**src/rtl/writeback_unit.sv**
```systemverilog
// writeback_unit: queues execute results and drains them one per cycle into
// the register file write port. It also reports decode-stage read hazards
// against every write that has not yet landed in the register file, and
// forwards the newest pending value for each queried register.
module writeback_unit #(
  parameter int DATA_W = 16,
  parameter int ADDR_W = 4,
  parameter int DEPTH  = 4
) (
  input  logic                       clk,
  input  logic                       reset,
  input  logic                       res_valid,
  input  logic [ADDR_W-1:0]          res_dest,
  input  logic [DATA_W-1:0]          res_data,
  output logic                       res_ready,
  input  logic                       wb_stall,
  output logic                       writeEnable,
  output logic [ADDR_W-1:0]          write,
  output logic [DATA_W-1:0]          data,
  input  logic [ADDR_W-1:0]          read1,
  input  logic [ADDR_W-1:0]          read2,
  output logic                       hazard1,
  output logic                       hazard2,
  output logic [DATA_W-1:0]          fwd1,
  output logic [DATA_W-1:0]          fwd2,
  output logic [$clog2(DEPTH):0]     pending
);

  localparam int PTR_W = (DEPTH > 1) ? $clog2(DEPTH) : 1;
  localparam int CNT_W = $clog2(DEPTH) + 1;
  localparam logic [CNT_W-1:0] FULL_CNT = CNT_W'(DEPTH);

  // Queue storage; an entry is meaningful only while it lies between head and tail.
  logic [ADDR_W-1:0] mem_dest_q [DEPTH];
  logic [DATA_W-1:0] mem_data_q [DEPTH];

  logic [PTR_W-1:0]  head_q, head_d;
  logic [PTR_W-1:0]  tail_q, tail_d;
  logic [CNT_W-1:0]  count_q, count_d;
  logic              we_q, we_d;
  logic [ADDR_W-1:0] wa_q, wa_d;
  logic [DATA_W-1:0] wd_q, wd_d;

  logic              push_s;
  logic              pop_s;
  logic              full_s;

  // Accept/drain decisions; full comes from registered occupancy only, so
  // res_ready has no path from res_valid or wb_stall.
  always_comb begin
    full_s = (count_q == FULL_CNT);
    push_s = res_valid && !full_s;
    pop_s  = (count_q != {CNT_W{1'b0}}) && !wb_stall;
  end

  // Next-state for pointers, occupancy and the write-port output register.
  always_comb begin
    head_d  = head_q;
    tail_d  = tail_q;
    count_d = count_q;
    we_d    = 1'b0;
    wa_d    = wa_q;
    wd_d    = wd_q;
    if (pop_s) begin
      head_d = head_q + PTR_W'(1);
      we_d   = 1'b1;
      wa_d   = mem_dest_q[head_q];
      wd_d   = mem_data_q[head_q];
    end else begin
      we_d   = 1'b0;
    end
    if (push_s) begin
      tail_d = tail_q + PTR_W'(1);
    end else begin
      tail_d = tail_q;
    end
    case ({push_s, pop_s})
      2'b10:   count_d = count_q + CNT_W'(1);
      2'b01:   count_d = count_q - CNT_W'(1);
      default: count_d = count_q;
    endcase
  end

  // State register with synchronous reset taking priority over push and pop.
  always_ff @(posedge clk) begin
    if (reset) begin
      head_q  <= {PTR_W{1'b0}};
      tail_q  <= {PTR_W{1'b0}};
      count_q <= {CNT_W{1'b0}};
      we_q    <= 1'b0;
      wa_q    <= {ADDR_W{1'b0}};
      wd_q    <= {DATA_W{1'b0}};
    end else begin
      head_q  <= head_d;
      tail_q  <= tail_d;
      count_q <= count_d;
      we_q    <= we_d;
      wa_q    <= wa_d;
      wd_q    <= wd_d;
    end
  end

  // Queue storage write; no reset needed because occupancy gates validity.
  always_ff @(posedge clk) begin
    if (!reset && push_s) begin
      mem_dest_q[tail_q] <= res_dest;
      mem_data_q[tail_q] <= res_data;
    end
  end

  // Hazard/forward lookup: scan oldest to youngest so the last match wins,
  // starting with the output register, then queue entries in age order.
  always_comb begin
    hazard1 = 1'b0;
    hazard2 = 1'b0;
    fwd1    = {DATA_W{1'b0}};
    fwd2    = {DATA_W{1'b0}};
    if (we_q && (wa_q == read1)) begin
      hazard1 = 1'b1;
      fwd1    = wd_q;
    end else begin
      hazard1 = 1'b0;
    end
    if (we_q && (wa_q == read2)) begin
      hazard2 = 1'b1;
      fwd2    = wd_q;
    end else begin
      hazard2 = 1'b0;
    end
    for (int k = 0; k < DEPTH; k++) begin
      if (CNT_W'(k) < count_q) begin
        if (mem_dest_q[head_q + PTR_W'(k)] == read1) begin
          hazard1 = 1'b1;
          fwd1    = mem_data_q[head_q + PTR_W'(k)];
        end else begin
          fwd1    = fwd1;
        end
        if (mem_dest_q[head_q + PTR_W'(k)] == read2) begin
          hazard2 = 1'b1;
          fwd2    = mem_data_q[head_q + PTR_W'(k)];
        end else begin
          fwd2    = fwd2;
        end
      end else begin
        fwd1 = fwd1;
      end
    end
  end

  assign res_ready   = !full_s;
  assign writeEnable = we_q;
  assign write       = wa_q;
  assign data        = wd_q;
  assign pending     = count_q;

endmodule

```
**config.mk**
```make
export PLATFORM = sky130hd
export DESIGN_NAME = writeback_unit
export DESIGN_NICKNAME = d
export VERILOG_FILES = /design/src/rtl/writeback_unit.sv
export SDC_FILE = /design/constraint.sdc
export NUM_CORES = 1
export LEC_CHECK = 0
export BUFFER_PORTS_ARGS = -buffer_cell sky130_fd_sc_hd__buf_2
export CAP_MARGIN = 0
export CORE_MARGIN = 1.5
export CORE_UTILIZATION = 53
export DETAILED_ROUTE_END_ITERATION = 10
export PLACE_DENSITY = 0.74
export SYNTH_ARGS = -nofsm -noshare
export SYNTH_HDL_FRONTEND = slang
export SYNTH_SLANG_ARGS = --single-unit
```
**constraint.sdc**
```tcl
create_clock -name clk -period 4.2 [get_ports clk]
set_input_delay 0 -clock clk [delete_from_list [all_inputs] [get_ports clk]]
set_output_delay 0 -clock clk [all_outputs]
set_load 0.1 [all_outputs]
```
# [Word-level counts from Yosys, hierarchy flattened]
# Memory sizes are Yosys's and may differ from the RTL's. A register that Yosys moved wholly into a read port is not among the register bits.
# Index checks and enable logic that the tools add are counted.
[word_totals] reg_bits=28 latch_bits=0 ram_bits=80 rom_bits=0 in_bits=32 output_inout_bits=59 wordCells=85 memories=2
[memory_table] name="mem_data_q" words=4 width=16 rd=4 rd_clocked_by_memory_dff=1 write_ports=1 line="35" source="logic [DATA_W-1:0] mem_data_q [DEPTH];"
[memory_table] name="mem_dest_q" words=4 width=4 rd=4 rd_clocked_by_memory_dff=1 write_ports=1 line="34" source="logic [ADDR_W-1:0] mem_dest_q [DEPTH];"
[classes] addsub=6 n_mul=0 div=0 magnitude_cmp=4 eq_ne=13 n_shift=0 muxes=44 bitwise_logic=0 reduce_logical=10
[op_table] op="two-way mux 16 bit" count=18
[op_table] op="== test 4 bit" count=10
[op_table] op="two-way mux 1 bit" count=21
[op_table] op="two-way mux 2 bit" count=4
[op_table] op="less-than comparator 1 x 3 -> 1 bit, first input constant" count=2
[op_table] op="less-than comparator 2 x 3 -> 1 bit, first input constant" count=2
[op_table] op="one-hot mux 3 bit (2 select lines)" count=1
[op_table] op="logical AND 1 bit" count=5
[op_table] op="adder 2 x 1 -> 2 bit, second input constant" count=2
[op_table] op="adder 2 bit, second input constant" count=2
[op_table] op="adder 3 x 1 -> 3 bit, second input constant" count=1
[op_table] op="== test 3 bit, second input constant" count=1
[op_table] op="zero test 1 bit" count=3
[op_table] op="nonzero test 3 bit" count=1
[op_table] op="subtractor 3 x 1 -> 3 bit, second input constant" count=1
[op_table] op="== test 2 x 1 -> 1 bit, second input constant" count=1
[op_table] op="== test 2 bit, second input constant" count=1
[op_table] op="nonzero test 2 bit" count=1

# [Logic depth before layout (Yosys ltp)]
[depth] ltp_word=11 mapped_depth=11 depth_no_buf=8

# [Worst setup path after synthesis]
# No wires, ideal clock.
[synth_path] path_type="register to output" from="register count_q[1] (netlist: pending[1])" to="output fwd2[10]" t_arrival_ps=4589 required_time_ps=4200 slack_ps=-389 stages_incl_launch_ff=10 n_path_buf=2 path_cell_list="dfxtp_1 inv_1 ha_1 o21a_1 nor2_1 and4_1 buf_2 buf_4 a221oi_1 o31ai_1"
[synth_between] elab_chain_cells=8 word_cells_on_any_way=11 classes_between="order compare: 4; mux: 7"
[synth_rtl] item="start, declared" line="39" source="logic [CNT_W-1:0] count_q, count_d;"
[synth_rtl] item="start signal, assigned" line="89" source="count_q <= {CNT_W{1'b0}};"
[synth_rtl] item="start signal, assigned" line="96" source="count_q <= count_d;"
[synth_rtl] item="less-than comparator 1 x 3 -> 1 bit" line="131" source="if (CNT_W'(k) < count_q) begin"
[synth_rtl] item="two-way mux 16 bit" line="131"
[synth_rtl] item="two-way mux 16 bit" line="138" source="if (mem_dest_q[head_q + PTR_W'(k)] == read2) begin"
[synth_rtl] item="two-way mux 16 bit" line="131"
[synth_rtl] item="two-way mux 16 bit" line="138"
[synth_rtl] item="two-way mux 16 bit" line="131"
[synth_rtl] item="two-way mux 16 bit" line="138"
[synth_rtl] item="two-way mux 16 bit *" line="131"
[synth_rtl] item="end, declared" line="25" source="output logic [DATA_W-1:0] fwd2,"
# Every way passes the cells marked *; elsewhere a longest branch is shown, timed or not.

# [Final worst setup path]
[layout_path] from="register head_q[1]" to="output fwd2[15]"
[layout_between] elab_chain_cells=9 word_cells_on_any_way=14 classes_between="add/sub: 3; eq/ne: 3; mux: 6; memory: 2"
[layout_rtl] item="start, declared" line="37" source="logic [PTR_W-1:0] head_q, head_d;"
[layout_rtl] item="start signal, assigned" line="87" source="head_q <= {PTR_W{1'b0}};"
[layout_rtl] item="adder 2 x 1 -> 2 bit" line="138, 140"
[layout_rtl] item="memory read (4 x 4 bit)"
[layout_rtl] item="== test 4 bit" line="138"
[layout_rtl] item="two-way mux 16 bit" line="138"
[layout_rtl] item="two-way mux 16 bit" line="131"
[layout_rtl] item="two-way mux 16 bit" line="138"
[layout_rtl] item="two-way mux 16 bit" line="131"
[layout_rtl] item="two-way mux 16 bit" line="138"
[layout_rtl] item="two-way mux 16 bit *" line="131"
# Marked as above.

==> summary.txt <==
Logic synthesis
  – Top FF cell, synth: edfxtp_1
  – YS warnings: 0
  – Post-Syn Instances: 638
  – Syn nets: 679
  – Flops & latches, synth: 110
  – Sequential area share after synthesis: 42.2%
  – Mapped cell area: 7110 sq um
  – Number of flops mapped to enable cells by yosys: 80
  – Synth cell types: 45
  – Syn Area/Cell: 11.1 sq um
  – Async set or reset register ratio after synthesis: 0%

Power
  – Pwr Density: 633 nW/um^2
  – Leak: 0.00285 uW
  – Max VDD drop: 0.000327 V

Clock network
  – Clk Latency, worst-skew pair: 360 ps
  – Total clock sinks: 110
  – Clock buffer count from CTS: 9
  – TritonCTS clock tree: built
  – # Post-CTS Setup Buffers: 0
  – Root Buffer: clkbuf_16
  – Clk slew on worst S/H paths: 80 ps
  – CTS Buffer Depth: 2
  – H-tree Lvls: 3

Placed design
  – Post-DP HPWL: 14700 microns
  – Placed cell area: 7610 sq um
  – GPL Wtd Cong: 0.944
  – Placed Cells: 853
  – Port bufs: 90

Drt
  – Starting DRT DRC Count: 926
  – 1st-pass router iterations: 6
  – Total wire length: 20800 microns
  – Post-route DRC: 0
  – Via density: 6.46
  – Drt wl/cell: 23.4 microns
  – Via count: 5751
  – Detail Route Antenna Nets: 0

Critical path
  – Required time worst endpoint: 4200 ps
  – Worst setup path class: reg -> out
  – CP arrival: 4010 ps
  – Critical-path maximum fanout: 19
  – Setup crit start kind: flop
  – Critical path endpoint category: output port

Floorplanning
  – Die Area: 14100 sq um
  – Die Height: 119 microns
  – IO Pins: 91
  – Initial Utilization: 53.9%
  – Die Wd: 119 microns
  – Core Box Area: 13200 sq um
  – Row count: 42

STA
  – Clk_skew: 11.7 ps
  – Fin. max-slew vios: 0
  – RSZ-0062 raised after global routing: no
  – Final min period: 4010 ps
  – Final Hold Viols: 0
  – Fin Setup TNS: 0 ps
  – Slew headroom: 21.2%
  – Worst-Margin Slew: 1180 ps
  – Fin crit share: 95.6%
  – Final setup fails: 0
  – Max Fclk: 249 MHz

GRT
  – Largest net degree at the start of global routing: 52
  – GRT Util Overall: 30.0%
  – GRT overflow: 0
  – First-pass GRT wire length: 32000 microns
  – Initial antenna violation count: 1
  – Number of global-route vias before repair: 5443

Finish
  – Layout fillers: 1080
  – Post-route cell area: 8110 sq um
  – Storage element area: 3010 sq um
  – Area delta synth->final: 14.1%
  – Ant diodes: 0
  – Area of the multi-input gates: 3850 sq um
  – # nets final: 750
  – Share of cells above drive strength 1: 26.8%
  – Layout Cells excl Fill: 890

Status
  – Status: completed

Worst hold path
  – Min-Delay Path Class: in -> reg

Run
  – MaxCap Viol Count: 0
==> where the power goes <==
part / internal (uW) / switching (uW)
combinational: 792 / 2040
clock: 465 / 415
sequential: 1280 / 141
total: 2540 / 2600
==> cell usage after synthesis, types with 2 or more instances <==
| master | count | area share, % |
|---|---|---|
| a221oi_1 | 32 | 3.9 |
| buf_6 | 5 | 0.79 |
| a21oi_1 | 54 | 3.8 |
| nor3_1 | 3 | 0.21 |
| buf_1 | 4 | 0.21 |
| dfxtp_1 | 30 | 8.4 |
| mux4_2 | 41 | 13 |
| nand2_1 | 82 | 4.3 |
| clkbuf_1 | 27 | 1.4 |
| and4_1 | 3 | 0.37 |
| ha_1 | 9 | 1.6 |
| mux2_2 | 15 | 2.4 |
| nand2b_1 | 2 | 0.18 |
| mux4_1 | 9 | 3.3 |
| clkbuf_2 | 2 | 0.14 |
| inv_1 | 7 | 0.37 |
| a22oi_1 | 16 | 1.7 |
| o21ai_0 | 8 | 0.56 |
| o31ai_1 | 16 | 1.7 |
| buf_2 | 12 | 0.84 |
| edfxtp_1 | 80 | 34 |
| o211ai_1 | 16 | 1.7 |
| buf_4 | 7 | 0.74 |
| a21oi_2 | 2 | 0.25 |
| xor2_1 | 21 | 2.6 |
| nor2_1 | 59 | 3.1 |
| mux2i_1 | 18 | 2.5 |
| and2_1 | 6 | 0.53 |
| xnor2_1 | 22 | 2.7 |
| or2_1 | 2 | 0.18 |
| o21ai_1 | 10 | 0.70 |
| nand3_1 | 5 | 0.35 |
==> final timing paths <==
check	from	to	slack, ps	cells past startpoint
setup / recovery	head_q[1]$_SDFFE_PP0P_	fwd2[15]	190	7
hold / removal	reset	pending[0]$_SDFFE_PP0P_	150	2
hold reg to reg	data[3]$_SDFFE_PP0P_	data[3]$_SDFFE_PP0P_	490	2
setup reg to reg	pending[0]$_SDFFE_PP0P_	mem_data_q[2][11]$_DFFE_PP_	1530	6
==> layer usage <==
| metal | global-route usage (%) | part of all wire, % | vias up | wire length [microns] |
|---|---|---|---|---|
| met5 | 0 | 0.058 | - | 12 |
| met4 | 6.63 | 1.3 | 2 | 261 |
| met3 | 4.74 | 9.9 | 20 | 2060 |
| met2 | 43.9 | 44 | 339 | 9250 |
| met1 | 47.5 | 44 | 2813 | 9250 |
| li1 | - | - | 2577 | - |
==> flip-flops by register name, summed over array words and instances, names as in the netlist, named ones only <==
name	cells
mem_data_q	64
tail_q	2
writeEnable	1
pending	3
mem_dest_q	16
write	4
head_q	2
data	16
==> area by class of cell <==
| cell class | instances | share of cell area (%) |
|---|---|---|
| Clock inverter | 7 | 0.864 |
| Tap cell | 176 | 2.71 |
| Inverter | 7 | 0.324 |
| Timing Repair Buffer | 118 | 8.79 |
| Sequential cell | 110 | 37.1 |
| Multi-Input combinational cell | 463 | 47.5 |
| Clock buffer | 9 | 2.78 |
==> stage by stage <==
step | utilization [%] | hold WS, ps | setup WS (ps) | power (uW)
finish | 61.5 | 146 | 186 | 5130
detailed placement | 57.7 | 218 | 684 | 4220
CTS | 61.5 | 135 | 277 | 5100
floorplan | - | 98.9 | 208 | 3700
global placement | 57.7 | 206 | 790 | 4170
global route | 61.5 | 169 | 60.0 | 5330
==> cells in the final DEF, fill, tap and decap left out, types with 2 or more instances in the layout <==
| cell type | count |
|---|---|
| buf_2 | 90 |
| nand2_1 | 82 |
| edfxtp_1 | 80 |
| nor2_1 | 59 |
| a21oi_1 | 54 |
| mux4_2 | 41 |
| a221oi_1 | 32 |
| dfxtp_1 | 28 |
| xnor2_1 | 22 |
| xor2_1 | 21 |
| dlygate4sd3_1 | 21 |
| mux2i_1 | 18 |
| a22oi_1 | 16 |
| o31ai_2 | 16 |
| o211ai_1 | 16 |
| mux2_2 | 15 |
| o21ai_1 | 10 |
| mux4_1 | 9 |
| ha_1 | 9 |
| clkbuf_16 | 9 |
| o21ai_0 | 8 |
| inv_1 | 7 |
| buf_4 | 7 |
| and2_1 | 6 |
| nand3_1 | 5 |
| nor3_1 | 3 |
| and4_1 | 3 |
| nand2b_1 | 2 |
| or2_1 | 2 |
| a21oi_2 | 2 |
| clkinv_1 | 2 |
==> cell families (layout without fill, tap and decap cells) <==
family                   count (synthesis)  count (layout)  synth area share (%)
XOR/XNOR                                43              43                  5.30
buffers and inverters                   65             141                  4.73
flip-flops                             110             110                  42.2
multiplexers                            83              83                  21.2
AND/OR/NAND/NOR                        171             171                  10.3
adder cells (fa/ha/maj)                  9               9                  1.58
AO/OA/AOI/OAI                          157             157                  14.6
==> critical path, stage by stage, from the launching register on <==
cell and delay (ps):
dfxtp_2 490, mux4_1 650, xnor2_1 160, and4_1 460
nor3_2 1050, a22oi_1 210, o31ai_2 150, buf_2 490
==> timing repair <==
item,4_1_cts,5_1_grt
gates resized for setup,0,0
endpoints found under the hold margin,81,0
hold buffers,21,0
(Power assumes the default switching activity.)
